$ cat src/rtl/uartmm_fifo.sv
// Memory-mapped 8N1 UART with RX/TX FIFOs, programmable divisor, sticky errors and irq.
// Answers a 4-word window on CPU data port B; read data and strobe are registered.
module uartmm_fifo #(
  parameter logic [31:0] BASE        = 32'd65537,
  parameter int unsigned DEPTH_LOG2  = 4,
  parameter int unsigned DEFAULT_DIV = 433
) (
  input  logic        clk,
  input  logic        rst,
  input  logic        RX,
  output logic        TX,
  output logic        irq,
  output logic [31:0] data_b,
  output logic        strobe_b,
  input  logic [31:0] addr_b,
  input  logic [31:0] data_b_in,
  input  logic [31:0] data_b_we
);

  localparam int unsigned Depth  = 2 ** DEPTH_LOG2;
  localparam logic [15:0] DivRst = 16'(DEFAULT_DIV);

  typedef enum logic [1:0] {StIdle, StStart, StData, StStop} uart_st_e;

  // Bus decode
  logic [31:0] off;
  logic        in_win, bus_wr, acc_first, sel_data, bus_pop, bus_push, wr_status;
  logic [31:0] acc_addr_q;
  logic        acc_we_q, acc_vld_q;

  assign off       = addr_b - BASE;
  assign in_win    = (off < 32'd4);
  assign bus_wr    = |data_b_we;
  // Side effects fire only on the first cycle of a run of identical (addr, we).
  assign acc_first = !acc_vld_q || (addr_b != acc_addr_q) || (bus_wr != acc_we_q);
  assign sel_data  = in_win && (off[1:0] == 2'd1);
  assign wr_status = in_win && bus_wr && (off[1:0] == 2'd0);

  // Registers
  logic [15:0] div_q;
  logic [2:0]  irq_en_q;
  logic        ov_q, fr_q, ov_d, fr_d, ov_set, fr_set;
  logic        irq_q, tx_q;
  logic [31:0] data_q, rdata;
  logic        strobe_q;

  // FIFO state
  logic [DEPTH_LOG2:0] tx_wp_q, tx_rp_q, rx_wp_q, rx_rp_q;
  logic [7:0]          tx_mem [Depth];
  logic [7:0]          rx_mem [Depth];
  logic                tx_empty, tx_full, rx_empty, rx_full;
  logic                tx_pop, tx_push_ok, rx_push_req, rx_push_ok;

  assign tx_empty = (tx_wp_q == tx_rp_q);
  assign tx_full  = (tx_wp_q[DEPTH_LOG2] != tx_rp_q[DEPTH_LOG2]) &&
                    (tx_wp_q[DEPTH_LOG2-1:0] == tx_rp_q[DEPTH_LOG2-1:0]);
  assign rx_empty = (rx_wp_q == rx_rp_q);
  assign rx_full  = (rx_wp_q[DEPTH_LOG2] != rx_rp_q[DEPTH_LOG2]) &&
                    (rx_wp_q[DEPTH_LOG2-1:0] == rx_rp_q[DEPTH_LOG2-1:0]);

  assign bus_pop    = sel_data && !bus_wr && acc_first && !rx_empty;
  assign bus_push   = sel_data && bus_wr && acc_first;
  // A full FIFO still accepts a push when a pop happens in the same cycle.
  assign tx_push_ok = bus_push && (!tx_full || tx_pop);
  assign rx_push_ok = rx_push_req && (!rx_full || bus_pop);
  assign ov_set     = rx_push_req && !rx_push_ok;

  // TX FSM state
  uart_st_e    tx_st_q, tx_st_d;
  logic [15:0] tx_cnt_q, tx_cnt_d;
  logic [7:0]  tx_sh_q, tx_sh_d;
  logic [2:0]  tx_idx_q, tx_idx_d;
  logic        tx_d, tx_idle;

  assign tx_idle = tx_empty && (tx_st_q == StIdle);

  // RX FSM state
  uart_st_e    rx_st_q, rx_st_d;
  logic [15:0] rx_cnt_q, rx_cnt_d;
  logic [7:0]  rx_sh_q, rx_sh_d;
  logic [2:0]  rx_idx_q, rx_idx_d;
  logic        rx_meta_q, rx_sync_q, rx_prev_q;

  logic unused_wdata;
  assign unused_wdata = ^data_b_in[31:16];

  // TX next state: each bit is held for div_q+1 clocks, reloaded at every bit boundary
  always_comb begin
    tx_st_d  = tx_st_q;
    tx_cnt_d = tx_cnt_q;
    tx_sh_d  = tx_sh_q;
    tx_idx_d = tx_idx_q;
    tx_pop   = 1'b0;
    unique case (tx_st_q)
      StIdle: begin
        if (!tx_empty) begin
          tx_pop   = 1'b1;
          tx_sh_d  = tx_mem[tx_rp_q[DEPTH_LOG2-1:0]];
          tx_cnt_d = div_q;
          tx_st_d  = StStart;
        end
      end
      StStart: begin
        if (tx_cnt_q != 16'd0) begin
          tx_cnt_d = tx_cnt_q - 16'd1;
        end else begin
          tx_cnt_d = div_q;
          tx_idx_d = 3'd0;
          tx_st_d  = StData;
        end
      end
      StData: begin
        if (tx_cnt_q != 16'd0) begin
          tx_cnt_d = tx_cnt_q - 16'd1;
        end else begin
          tx_cnt_d = div_q;
          if (tx_idx_q == 3'd7) begin
            tx_st_d = StStop;
          end else begin
            tx_sh_d  = {1'b0, tx_sh_q[7:1]};
            tx_idx_d = tx_idx_q + 3'd1;
          end
        end
      end
      StStop: begin
        if (tx_cnt_q != 16'd0) tx_cnt_d = tx_cnt_q - 16'd1;
        else                   tx_st_d  = StIdle;
      end
      default: tx_st_d = StIdle;
    endcase
    // Line level follows the next state so TX is a clean register output.
    unique case (tx_st_d)
      StStart: tx_d = 1'b0;
      StData:  tx_d = tx_sh_d[0];
      default: tx_d = 1'b1;
    endcase
  end

  // RX next state: sample mid-bit, first sample div_q/2 after the falling edge
  always_comb begin
    rx_st_d     = rx_st_q;
    rx_cnt_d    = rx_cnt_q;
    rx_sh_d     = rx_sh_q;
    rx_idx_d    = rx_idx_q;
    rx_push_req = 1'b0;
    fr_set      = 1'b0;
    unique case (rx_st_q)
      StIdle: begin
        if (rx_prev_q && !rx_sync_q) begin
          rx_cnt_d = div_q >> 1;
          rx_st_d  = StStart;
        end
      end
      StStart: begin
        if (rx_cnt_q != 16'd0) begin
          rx_cnt_d = rx_cnt_q - 16'd1;
        end else if (rx_sync_q) begin
          rx_st_d = StIdle;  // false start
        end else begin
          rx_cnt_d = div_q;
          rx_idx_d = 3'd0;
          rx_st_d  = StData;
        end
      end
      StData: begin
        if (rx_cnt_q != 16'd0) begin
          rx_cnt_d = rx_cnt_q - 16'd1;
        end else begin
          rx_sh_d  = {rx_sync_q, rx_sh_q[7:1]};
          rx_cnt_d = div_q;
          if (rx_idx_q == 3'd7) rx_st_d  = StStop;
          else                  rx_idx_d = rx_idx_q + 3'd1;
        end
      end
      StStop: begin
        if (rx_cnt_q != 16'd0) begin
          rx_cnt_d = rx_cnt_q - 16'd1;
        end else begin
          rx_st_d = StIdle;
          if (rx_sync_q) rx_push_req = 1'b1;
          else           fr_set      = 1'b1;
        end
      end
      default: rx_st_d = StIdle;
    endcase
  end

  // Register read mux and sticky next state; a set in the same cycle beats a clear
  always_comb begin
    rdata = 32'd0;
    unique case (off[1:0])
      2'd0:    rdata = {27'd0, fr_q, ov_q, tx_idle, !tx_full, !rx_empty};
      2'd1:    rdata = rx_empty ? 32'd0 : {24'd0, rx_mem[rx_rp_q[DEPTH_LOG2-1:0]]};
      2'd2:    rdata = {16'd0, div_q};
      default: rdata = {29'd0, irq_en_q};
    endcase
    ov_d = ov_set | (ov_q & ~(wr_status & data_b_in[3]));
    fr_d = fr_set | (fr_q & ~(wr_status & data_b_in[4]));
  end

  // FIFO storage (no reset needed; pointers define validity)
  always_ff @(posedge clk) begin
    if (tx_push_ok) tx_mem[tx_wp_q[DEPTH_LOG2-1:0]] <= data_b_in[7:0];
    if (rx_push_ok) rx_mem[rx_wp_q[DEPTH_LOG2-1:0]] <= rx_sh_q;
  end

  // All control state, bus registers and FSM registers
  always_ff @(posedge clk or negedge rst) begin
    if (!rst) begin
      acc_addr_q <= 32'd0;
      acc_we_q   <= 1'b0;
      acc_vld_q  <= 1'b0;
      div_q      <= DivRst;
      irq_en_q   <= 3'd0;
      ov_q       <= 1'b0;
      fr_q       <= 1'b0;
      irq_q      <= 1'b0;
      data_q     <= 32'd0;
      strobe_q   <= 1'b0;
      tx_wp_q    <= '0;
      tx_rp_q    <= '0;
      rx_wp_q    <= '0;
      rx_rp_q    <= '0;
      tx_st_q    <= StIdle;
      tx_cnt_q   <= 16'd0;
      tx_sh_q    <= 8'd0;
      tx_idx_q   <= 3'd0;
      tx_q       <= 1'b1;
      rx_st_q    <= StIdle;
      rx_cnt_q   <= 16'd0;
      rx_sh_q    <= 8'd0;
      rx_idx_q   <= 3'd0;
      rx_meta_q  <= 1'b1;
      rx_sync_q  <= 1'b1;
      rx_prev_q  <= 1'b1;
    end else begin
      acc_addr_q <= addr_b;
      acc_we_q   <= bus_wr;
      acc_vld_q  <= 1'b1;
      if (in_win && bus_wr && off[1:0] == 2'd2) div_q    <= data_b_in[15:0];
      if (in_win && bus_wr && off[1:0] == 2'd3) irq_en_q <= data_b_in[2:0];
      ov_q       <= ov_d;
      fr_q       <= fr_d;
      irq_q      <= |(irq_en_q & {ov_q | fr_q, tx_idle, !rx_empty});
      data_q     <= in_win ? rdata : 32'd0;
      strobe_q   <= in_win;
      if (tx_push_ok) tx_wp_q <= tx_wp_q + 1'b1;
      if (tx_pop)     tx_rp_q <= tx_rp_q + 1'b1;
      if (rx_push_ok) rx_wp_q <= rx_wp_q + 1'b1;
      if (bus_pop)    rx_rp_q <= rx_rp_q + 1'b1;
      tx_st_q    <= tx_st_d;
      tx_cnt_q   <= tx_cnt_d;
      tx_sh_q    <= tx_sh_d;
      tx_idx_q   <= tx_idx_d;
      tx_q       <= tx_d;
      rx_st_q    <= rx_st_d;
      rx_cnt_q   <= rx_cnt_d;
      rx_sh_q    <= rx_sh_d;
      rx_idx_q   <= rx_idx_d;
      rx_meta_q  <= RX;
      rx_sync_q  <= rx_meta_q;
      rx_prev_q  <= rx_sync_q;
    end
  end

  assign TX       = tx_q;
  assign irq      = irq_q;
  assign data_b   = data_q;
  assign strobe_b = strobe_q;

endmodule
$ cat config.mk
export PLATFORM = sky130hd
export DESIGN_NAME = uartmm_fifo
export DESIGN_NICKNAME = d
export VERILOG_FILES = /design/src/rtl/uartmm_fifo.sv
export SDC_FILE = /design/constraint.sdc
export NUM_CORES = 1
export LEC_CHECK = 0
export CAP_MARGIN = 10
export CORE_UTILIZATION = 49
export DETAILED_ROUTE_END_ITERATION = 8
export PLACE_DENSITY = 0.69
export SYNTH_ARGS = -nofsm -noshare
export SYNTH_HDL_FRONTEND = slang
export SYNTH_SLANG_ARGS = --single-unit
$ cat constraint.sdc
create_clock -name clk -period 6.3 [get_ports clk]
set_input_delay 0.63 -clock clk [delete_from_list [all_inputs] [get_ports clk]]
set_output_delay 0.63 -clock clk [all_outputs]
set_load 0.01 [all_outputs]
== Word level (Yosys, flattened, before mapping) ==
Memories as Yosys holds them, arrays and structs flattened.
Index checks and enable logic that the tools add are counted.

* $add $sub $neg: 9
* Magnitude comparators: 1
* Eq/ne operators: 35
* Muxes and demuxes: 52
* Bitwise operators: 11
* Reduce and logical (&&, ||, !) cells: 46

{| class="wikitable"
|+ Operator list
! operator !! number
|-
| $mux W16 || 8
|-
| $pmux W16 S3 || 2
|-
| $pmux W16 S4 || 1
|-
| $lt A32 B3 Y1 const B || 1
|-
| $mux W32 || 1
|-
| $mux W8 || 4
|-
| $ne A32 B32 Y1 || 1
|-
| $reduce_bool A16 Y1 || 2
|-
| $reduce_or A32 Y1 || 1
|-
| $sub A16 B1 Y16 const B || 2
|-
| $sub A32 B17 Y32 const B || 1
|-
| $ne A2 B2 Y1 const B || 13
|-
| $mux W2 || 11
|-
| $mux W3 || 7
|-
| $add A5 B1 Y5 const B || 4
|-
| $logic_and A1 B1 Y1 || 17
|-
| $pmux W2 S4 || 2
|-
| $pmux W8 S2 || 1
|-
| $eq A2 B2 Y1 const B || 7
|-
| $mux W1 || 12
|-
| $pmux W3 S2 || 2
|-
| $eq A5 B5 Y1 || 2
|-
| $reduce_and A5 Y1 || 2
|-
| $eq A2 B1 Y1 const B || 4
|-
| other kinds (19) || 46
|}

* Register bits: 171
* RAM bits: 256
* Input port bits: 99
* Output and inout port bits: 35
* Word-level logic and storage cells: 183
* Memories kept: 2

{| class="wikitable"
|+ Memories
! memory !! depth !! width !! rd ports !! clocked after memory_dff !! wr ports !! RTL line !! text
|-
| rx_mem || 16 || 8 || 1 || 0 || 1 || 50 || <nowiki>logic [7:0] rx_mem [Depth];</nowiki>
|-
| tx_mem || 16 || 8 || 1 || 0 || 1 || 49 || <nowiki>logic [7:0] tx_mem [Depth];</nowiki>
|}

== Logic depth before layout (Yosys ltp) ==
Gate-level depths: netlist of run 1.

* Depth in word-level cells: 11
* Mapped depth: 11
* Depth with buffers taken out: 10

== Worst setup path after synthesis of run 1 ==
Ideal clock, no wire load.

* Kind: in2reg
* Start point: input port addr_b[22]
* End point: memory tx_mem[3][0], enable pin
* Library setup time: 0.383 ns
* Data arrival time: 3.466 ns
* Data required time: 5.917 ns
* Setup slack: 2.450 ns
* Cell stages on the path: 7
* Path buffers: 0
* Path through: or4_1 or4_4 o31ai_1 nand4b_1 nor4_4 nand2_1 nor3_1

* Word-level cells in the longest chain between the ends: 8

{| class="wikitable"
|+ RTL lines
! item !! RTL line !! text
|-
| start: declaration || 15 || <nowiki>input logic [31:0] addr_b,</nowiki>
|-
| $sub A32 B17 Y32 || 31 || <nowiki>assign off = addr_b - BASE;</nowiki>
|-
| $lt A32 B3 Y1 || 32 || <nowiki>assign in_win = (off < 32'd4);</nowiki>
|-
| $logic_and A1 B1 Y1 || 36 || <nowiki>assign sel_data = in_win && (off[1:0] == 2'd1);</nowiki>
|-
| $logic_and A1 B1 Y1 || 62 || <nowiki>assign bus_push = sel_data && bus_wr && acc_first;</nowiki>
|-
| $logic_and A1 B1 Y1 (*) || 62 ||
|-
| $logic_and A1 B1 Y1 (*) || 64 || <nowiki>assign tx_push_ok = bus_push && (!tx_full || tx_pop);</nowiki>
|-
| $mux W1 (*) || 203 || <nowiki>if (tx_push_ok) tx_mem[tx_wp_q[DEPTH_LOG2-1:0]] <= data_b_in[7:0];</nowiki>
|-
| $mux W1 (not written as such) (*) || 203 ||
|-
| end: declaration || 49 ||
|}

Mark *: on every way between the ends. The rest lies on a longest branch, timed or not.

== Worst setup path after layout of run 1 ==
* Start point: input port addr_b[13]
* End point: memory tx_mem[5][6], enable pin

The elaborated chain is that of the path after synthesis.

==> results of run 1 <==
worst max-delay path by stage:
stage,slack [ns],startpoint,endpoint
finish,1.95,addr_b[13],tx_mem[5][6]
global route,1.65,addr_b[7],tx_mem[5][6]
CTS,1.95,addr_b[7],tx_mem[4][1]
detailed placement,1.36,addr_b[7],tx_mem[4][6]
global placement,1.41,addr_b[8],tx_mem[5][6]
floorplan,2.45,addr_b[22],tx_mem[3][0]
power by group:
group | internal (mW) | switching (mW) | leakage [nW] | total [mW]
clock | 1.42 | 1.01 | 0.664 | 2.43
combinational | 0.428 | 0.637 | 2.54 | 1.06
sequential | 2.97 | 0.110 | 4.34 | 3.08
total | 4.82 | 1.76 | 7.54 | 6.58
flip-flops by register name (all words and copies together) (netlist names), 2 cells and up, named ones only:
signal,cells
rx_mem,128
tx_mem,128
acc_addr_q,32
data_b,16
div_q,16
rx_cnt_q,16
tx_cnt_q,16
rx_sh_q,8
tx_sh_q,8
rx_rp_q,5
rx_wp_q,5
tx_rp_q,5
tx_wp_q,5
irq_en_q,3
rx_idx_q,3
tx_idx_q,3
tx_st_q,2
worst max-delay path, stage by stage:
cell and delay (ns):
clkdlybuf4s50_1 0.45, nor4_1 0.52, nand4_1 0.33, or4_1 0.53
o311ai_0 0.15, nand4b_1 0.42, nor4_4 0.58, nand2_1 0.20
nor2_1 0.71
final cells by class:
cell class,instances,area [um^2]
multi-input combinational,707,5920
timing repair buffer,114,1110
sequential,411,11600
fill,2826,15100
tap,461,577
inverter,34,128
clock buffer,60,1200
clock inverter,19,164
cells in the final DEF, fill, tap and decap left out, drive strengths merged, types with 20 or more instances in the layout:
master,n
inv,34
nor4,26
edfxtp,256
clkdlybuf4s50,100
nor3,30
o21ai,74
a21oi,43
nor2,46
mux4,80
ha,25
dfrtp,146
nand2,71
clkbuf,60
and3,22
mux2,33
nand4,20
xnor2,58
synthesized netlist by cell type, drive strengths merged (4+ instances only):
library cell,instances,share of area
edfxtp,256,0.43
dfrtp,146,0.20
mux4,80,0.10
o21ai,74,0.021
nand2,71,0.015
xnor2,58,0.028
nor2,46,0.0099
a21oi,43,0.012
clkbuf,37,0.0078
inv,34,0.0071
mux2,33,0.021
buf,32,0.011
nor3,30,0.0084
nor4,26,0.011
ha,25,0.017
and3,22,0.0077
nand4,20,0.0070
a22oi,15,0.0063
and2,15,0.0052
nor2b,15,0.0052
xor2,12,0.0059
nand3,10,0.0028
dfstp,9,0.013
or4,9,0.0042
nand2b,8,0.0028
a21o,7,0.0029
a22o,7,0.0034
o211ai,6,0.0025
a32oi,5,0.0024
or3,5,0.0017
a211oi,4,0.0020
o21a,4,0.0021
o31ai,4,0.0017
kinds of logic after synthesis:
group | Yosys count
XOR/XNOR | 70
other | 2
AO/OA/AOI/OAI | 191
AND/OR/NAND/NOR | 290
buffers and inverters | 103
adder cells (fa/ha/maj) | 25
flip-flops | 411
multiplexers | 114
routing by layer:
layer	track usage	routed length, um	part of all wire
met4	0.0595	774	0.021
met1	0.290	16100	0.44
met2	0.345	18400	0.50
met3	0.0308	1660	0.045
met5	0	0	0
==> results.txt, run 1 <==
Crit path arrival time -> 4.53 ns
Diodes inserted -> 0
die area -> 37300 um^2
initial DRC count -> 708
P&R area growth vs syn -> 15.5%
CTS Buf Count -> 43
first-pass GRT wire length -> 59300 um
Num Clock Sinks -> 411
non-filler cells, final -> 1806
flops & latches, synth -> 411
Die Y -> 193 um
number of library cell types mapped by synthesis -> 64
status -> finished, violations left
Critical R2R Launch -> rx_cnt_q[0]
vias in the first global route -> 10600
TNS Setup -> 0 ns
DR vias/cell -> 5.74
Root Driver -> clkbuf_16
fmax -> 0.230 GHz
Clock Skew -> 0.0233 ns
synthesized area -> 17900 um^2
Worst-path clk slew -> 0.06 ns
actual transition at the worst max-transition pin -> 1.02 ns
Post-Synth XOR/XNOR Area -> 0.0342
placed cell areas -> 19300 um^2
share of cells above drive strength 1 -> 0.156
min cycle time layout -> 4.35 ns
hpwl dp -> 24700 um
post-route ant nets -> 0
Nets -> 1435
Worst setup EP type -> flop
Final Setup Violations -> 0
postcts setup bufs -> 0
Core Box Area -> 35700 um^2
Top Ports -> 134
Final Hold Vio Count -> 0
cts repair resizes -> 0
Post-Syn Instances -> 1206
TritonCTS clock tree -> yes
GRT overflow -> 0
placed insts -> 1727
Req. time, crit path -> 6.47 ns
Synth async-reset ratio -> 0.377
main combinational cell family by area after synthesis -> multiplexers
MaxCap Viol Count -> 0
hold slack -> 0.171 ns
Post-Synth Simple-Gate Area -> 0.0865
violated checks -> design-rule violations
gr usage total -> 0.209
clock insertion delay at the later pin of the skew report -> 0.55 ns
Synth Area in Adders -> 0.0175
starting density of the core -> 0.501
fraction of synthesized area in multiplexers -> 0.122
crit start category -> primary input
total number of vias -> 10400
CTS Hold Bufs -> 0
reg2reg path depth -> 10
Routed WL -> 36900 um
Peak supply drop -> 0.168 mV
worst reg-to-reg setup slack -> 2.64 ns
CP Class -> in -> reg
final core occ -> 0.579
Syn Area/Cell -> 14.9 um^2
leakage -> 7.54 nW
Max Slew Vio Count -> 0
DRC -> 2
DR pass1 iterations -> 9
Compound-Gate Fraction of Synth Area -> 0.0668
post-route cell area -> 20700 um^2
largest net degree at the start of global routing -> 105
RSZ-0062 raised after global routing -> no
Pwr Total -> 6.58 mW
H-tree depth -> 2
Setup WS pre-CTS -> 1.36 ns
sequential area share after synthesis -> 0.646
Ys Warns -> 0
Synth Flop Type -> edfxtp_1
Max clock buf depth -> 3
IO Port Bufs -> 101
row cnt -> 69
power per cell area -> 318 nW/um^2
Slew HR -> 0.319
post-DR wirelength/cell -> 20.4 um
final worst slack -> 1.95 ns
Worst Path Max Fanout -> 9
RD Place Congestion -> 0.811
Tcrit/Tclk final -> 0.691
antenna violations before repair -> 0
Die W -> 193 um
worst r2r dst -> rx_cnt_q[3]
Post-synth EDFFs -> 256
HP Class -> in -> async
No activity file was read; power rests on OpenSTA's default activity.
==> inputs of run 2 (changes only) <==
==> constraint.sdc (replaced) <==
create_clock -name clk -period 4.15 [get_ports clk]
set_input_delay 0.415 -clock clk [delete_from_list [all_inputs] [get_ports clk]]
set_output_delay 0.415 -clock clk [all_outputs]
set_load 0.01 [all_outputs]
==> results.txt, run 2 (synthesis results as in run 1) <==
Final Hold Vio Count -> 0
HP Class -> in -> reg
Root Driver -> clkbuf_16
crit path max-delay cell type -> or4_4
commonest non-fill, non-tap cell in the layout -> edfxtp_1
Req. time, crit path -> 4.35 ns
Routed WL -> 38200 um
starting density of the core -> 0.501
die area -> 37300 um^2
Crit path arrival time -> 3.74 ns
Peak supply drop -> 0.370 mV
RSZ-0062 raised after global routing -> no
Final Setup Violations -> 0
Diodes inserted -> 0
Worst Path Max Fanout -> 15
hpwl dp -> 25700 um
DR pass1 iterations -> 9
first-pass GRT wire length -> 61100 um
total number of vias -> 10500
H-tree depth -> 2
status -> finished, violations left
RD Place Congestion -> 0.799
TNS Setup -> 0 ns
Die Y -> 193 um
Slew HR -> 0.431
Worst-path clk slew -> 0.06 ns
Max stage delay on crit path -> 0.55 ns
Core Box Area -> 35700 um^2
placed cell areas -> 19600 um^2
clock insertion delay at the later pin of the skew report -> 0.56 ns
P&R area growth vs syn -> 17.7%
CP dominant cell by count -> or4_4
worst r2r dst -> rx_mem[9][3]
leakage -> 7.79 nW
# fillers -> 2741
Tcrit/Tclk final -> 0.853
Worst setup EP type -> flop
Hold Crit Depth -> 1
Critical R2R Launch -> rx_cnt_q[0]
actual transition at the worst max-transition pin -> 0.850 ns
CTS Buf Count -> 42
share of cells above drive strength 1 -> 0.188
CP cell instances -> clkdlybuf4s50_1 > or4_1 > or4_4 > a211oi_2 > nor2b_1 > or4_4 > nor4_4 > o21a_4 > and3_1
Pwr Total -> 10.2 mW
post-route cell area -> 21100 um^2
largest net degree at the start of global routing -> 82
post-route ant nets -> 0
row cnt -> 69
worst reg-to-reg setup slack -> 0.65 ns
Top Ports -> 134
Clock Skew -> 0.0138 ns
commonest cells after routing, fill and taps aside -> edfxtp_1, dfrtp_1, clkdlybuf4s50_1
Max Slew Vio Count -> 0
Nets -> 1474
reg2reg path depth -> 9
Num Clock Sinks -> 411
gr usage total -> 0.217
IO Port Bufs -> 101
TritonCTS clock tree -> yes
post-DR wirelength/cell -> 20.7 um
min cycle time layout -> 3.54 ns
crit start category -> primary input
hold endpoint -> rx_meta_q
power per cell area -> 485 nW/um^2
antenna violations before repair -> 0
DRC -> 2
DR vias/cell -> 5.68
violated checks -> design-rule violations
Die W -> 193 um
vias in the first global route -> 10800
GRT overflow -> 0
fmax -> 0.282 GHz
CP Class -> in -> reg
hold path startpoint -> RX
postcts setup bufs -> 0
Max clock buf depth -> 3
MaxCap Viol Count -> 0
initial DRC count -> 915
==> run 2: changes by cell type in the layout (fill, tap and decap cells not counted), moves of 2 or more <==
cell	delta
clkinvlp_4	+2
clkinv_1	-6
clkbuf_1	-6
inv_6	+2
clkbuf_8	+2
buf_4	+38
clkinvlp_2	+2
clkinv_2	+2
==> run 2: worst max path at each step <==
stage,startpoint,endpoint,slack (ns),cells past startpoint
2_1_floorplan,addr_b[22],tx_mem[3][0],0.52,7
3_3_place_gp,addr_b[7],rx_mem[9][5],0.10,9
3_5_place_dp,addr_b[8],rx_mem[9][5],0.01,9
4_1_cts,addr_b[8],rx_mem[9][3],0.58,9
5_1_grt,addr_b[7],tx_mem[0][6],0.26,10
6_report,addr_b[19],rx_mem[9][3],0.61,9
==> run 2: layer usage <==
layer  up-vias  routed length [um]  part of all wire  GRT usage
met3        73                1740             0.046     0.0328
met1      5288               16500              0.43      0.293
met5         -                   0                 0          0
li1       4877                   -                 -          -
met4         0                 893             0.023     0.0649
met2       239               19000              0.50      0.364
==> run 2: worst max-delay path, delay by kind of cell <==
| family | cells | cell delay [ns] |
|---|---|---|
| AOI/OAI and AO/OA | 2 | 0.45 |
| buffers and inverters | 1 | 0.47 |
| and+or+nand+nor | 6 | 2.40 |
==> run 2: where the power goes <==
part           internal [mW]  leakage [nW]  switching [mW]
clock                   2.28         0.701            1.58
sequential              4.51          4.34           0.165
combinational          0.680          2.75           0.988
total                   7.48          7.79            2.73
==> run 2: layout make-up <==
cell class / instances / area, um^2 / area share
tap: 461 / 577 / 0.0274
clock buffer: 57 / 1230 / 0.0584
sequential: 411 / 11600 / 0.549
clock inverter: 21 / 215 / 0.0102
timing repair buffer: 154 / 1430 / 0.0676
multi-input combinational: 707 / 5920 / 0.281
inverter: 34 / 128 / 0.00606
==> run 2: timing repair <==
action / 4_1_cts / 5_1_grt
gates resized for setup: 0 / 0
hold endpoints to repair: 76 / 0
hold buffers: 1 / 0
==> run 2: through the flow <==
step	worst slack (ns)	hold WS [ns]	utilization	std cells
after floorplan	0.515	0.119	-	1221
after global placement	0.103	0.348	0.549	1766
after detailed placement	0.0108	0.349	0.549	1766
after CTS	0.575	0.237	0.590	1845
after global routing	0.256	0.241	0.590	1845
final	0.609	0.264	0.590	1845
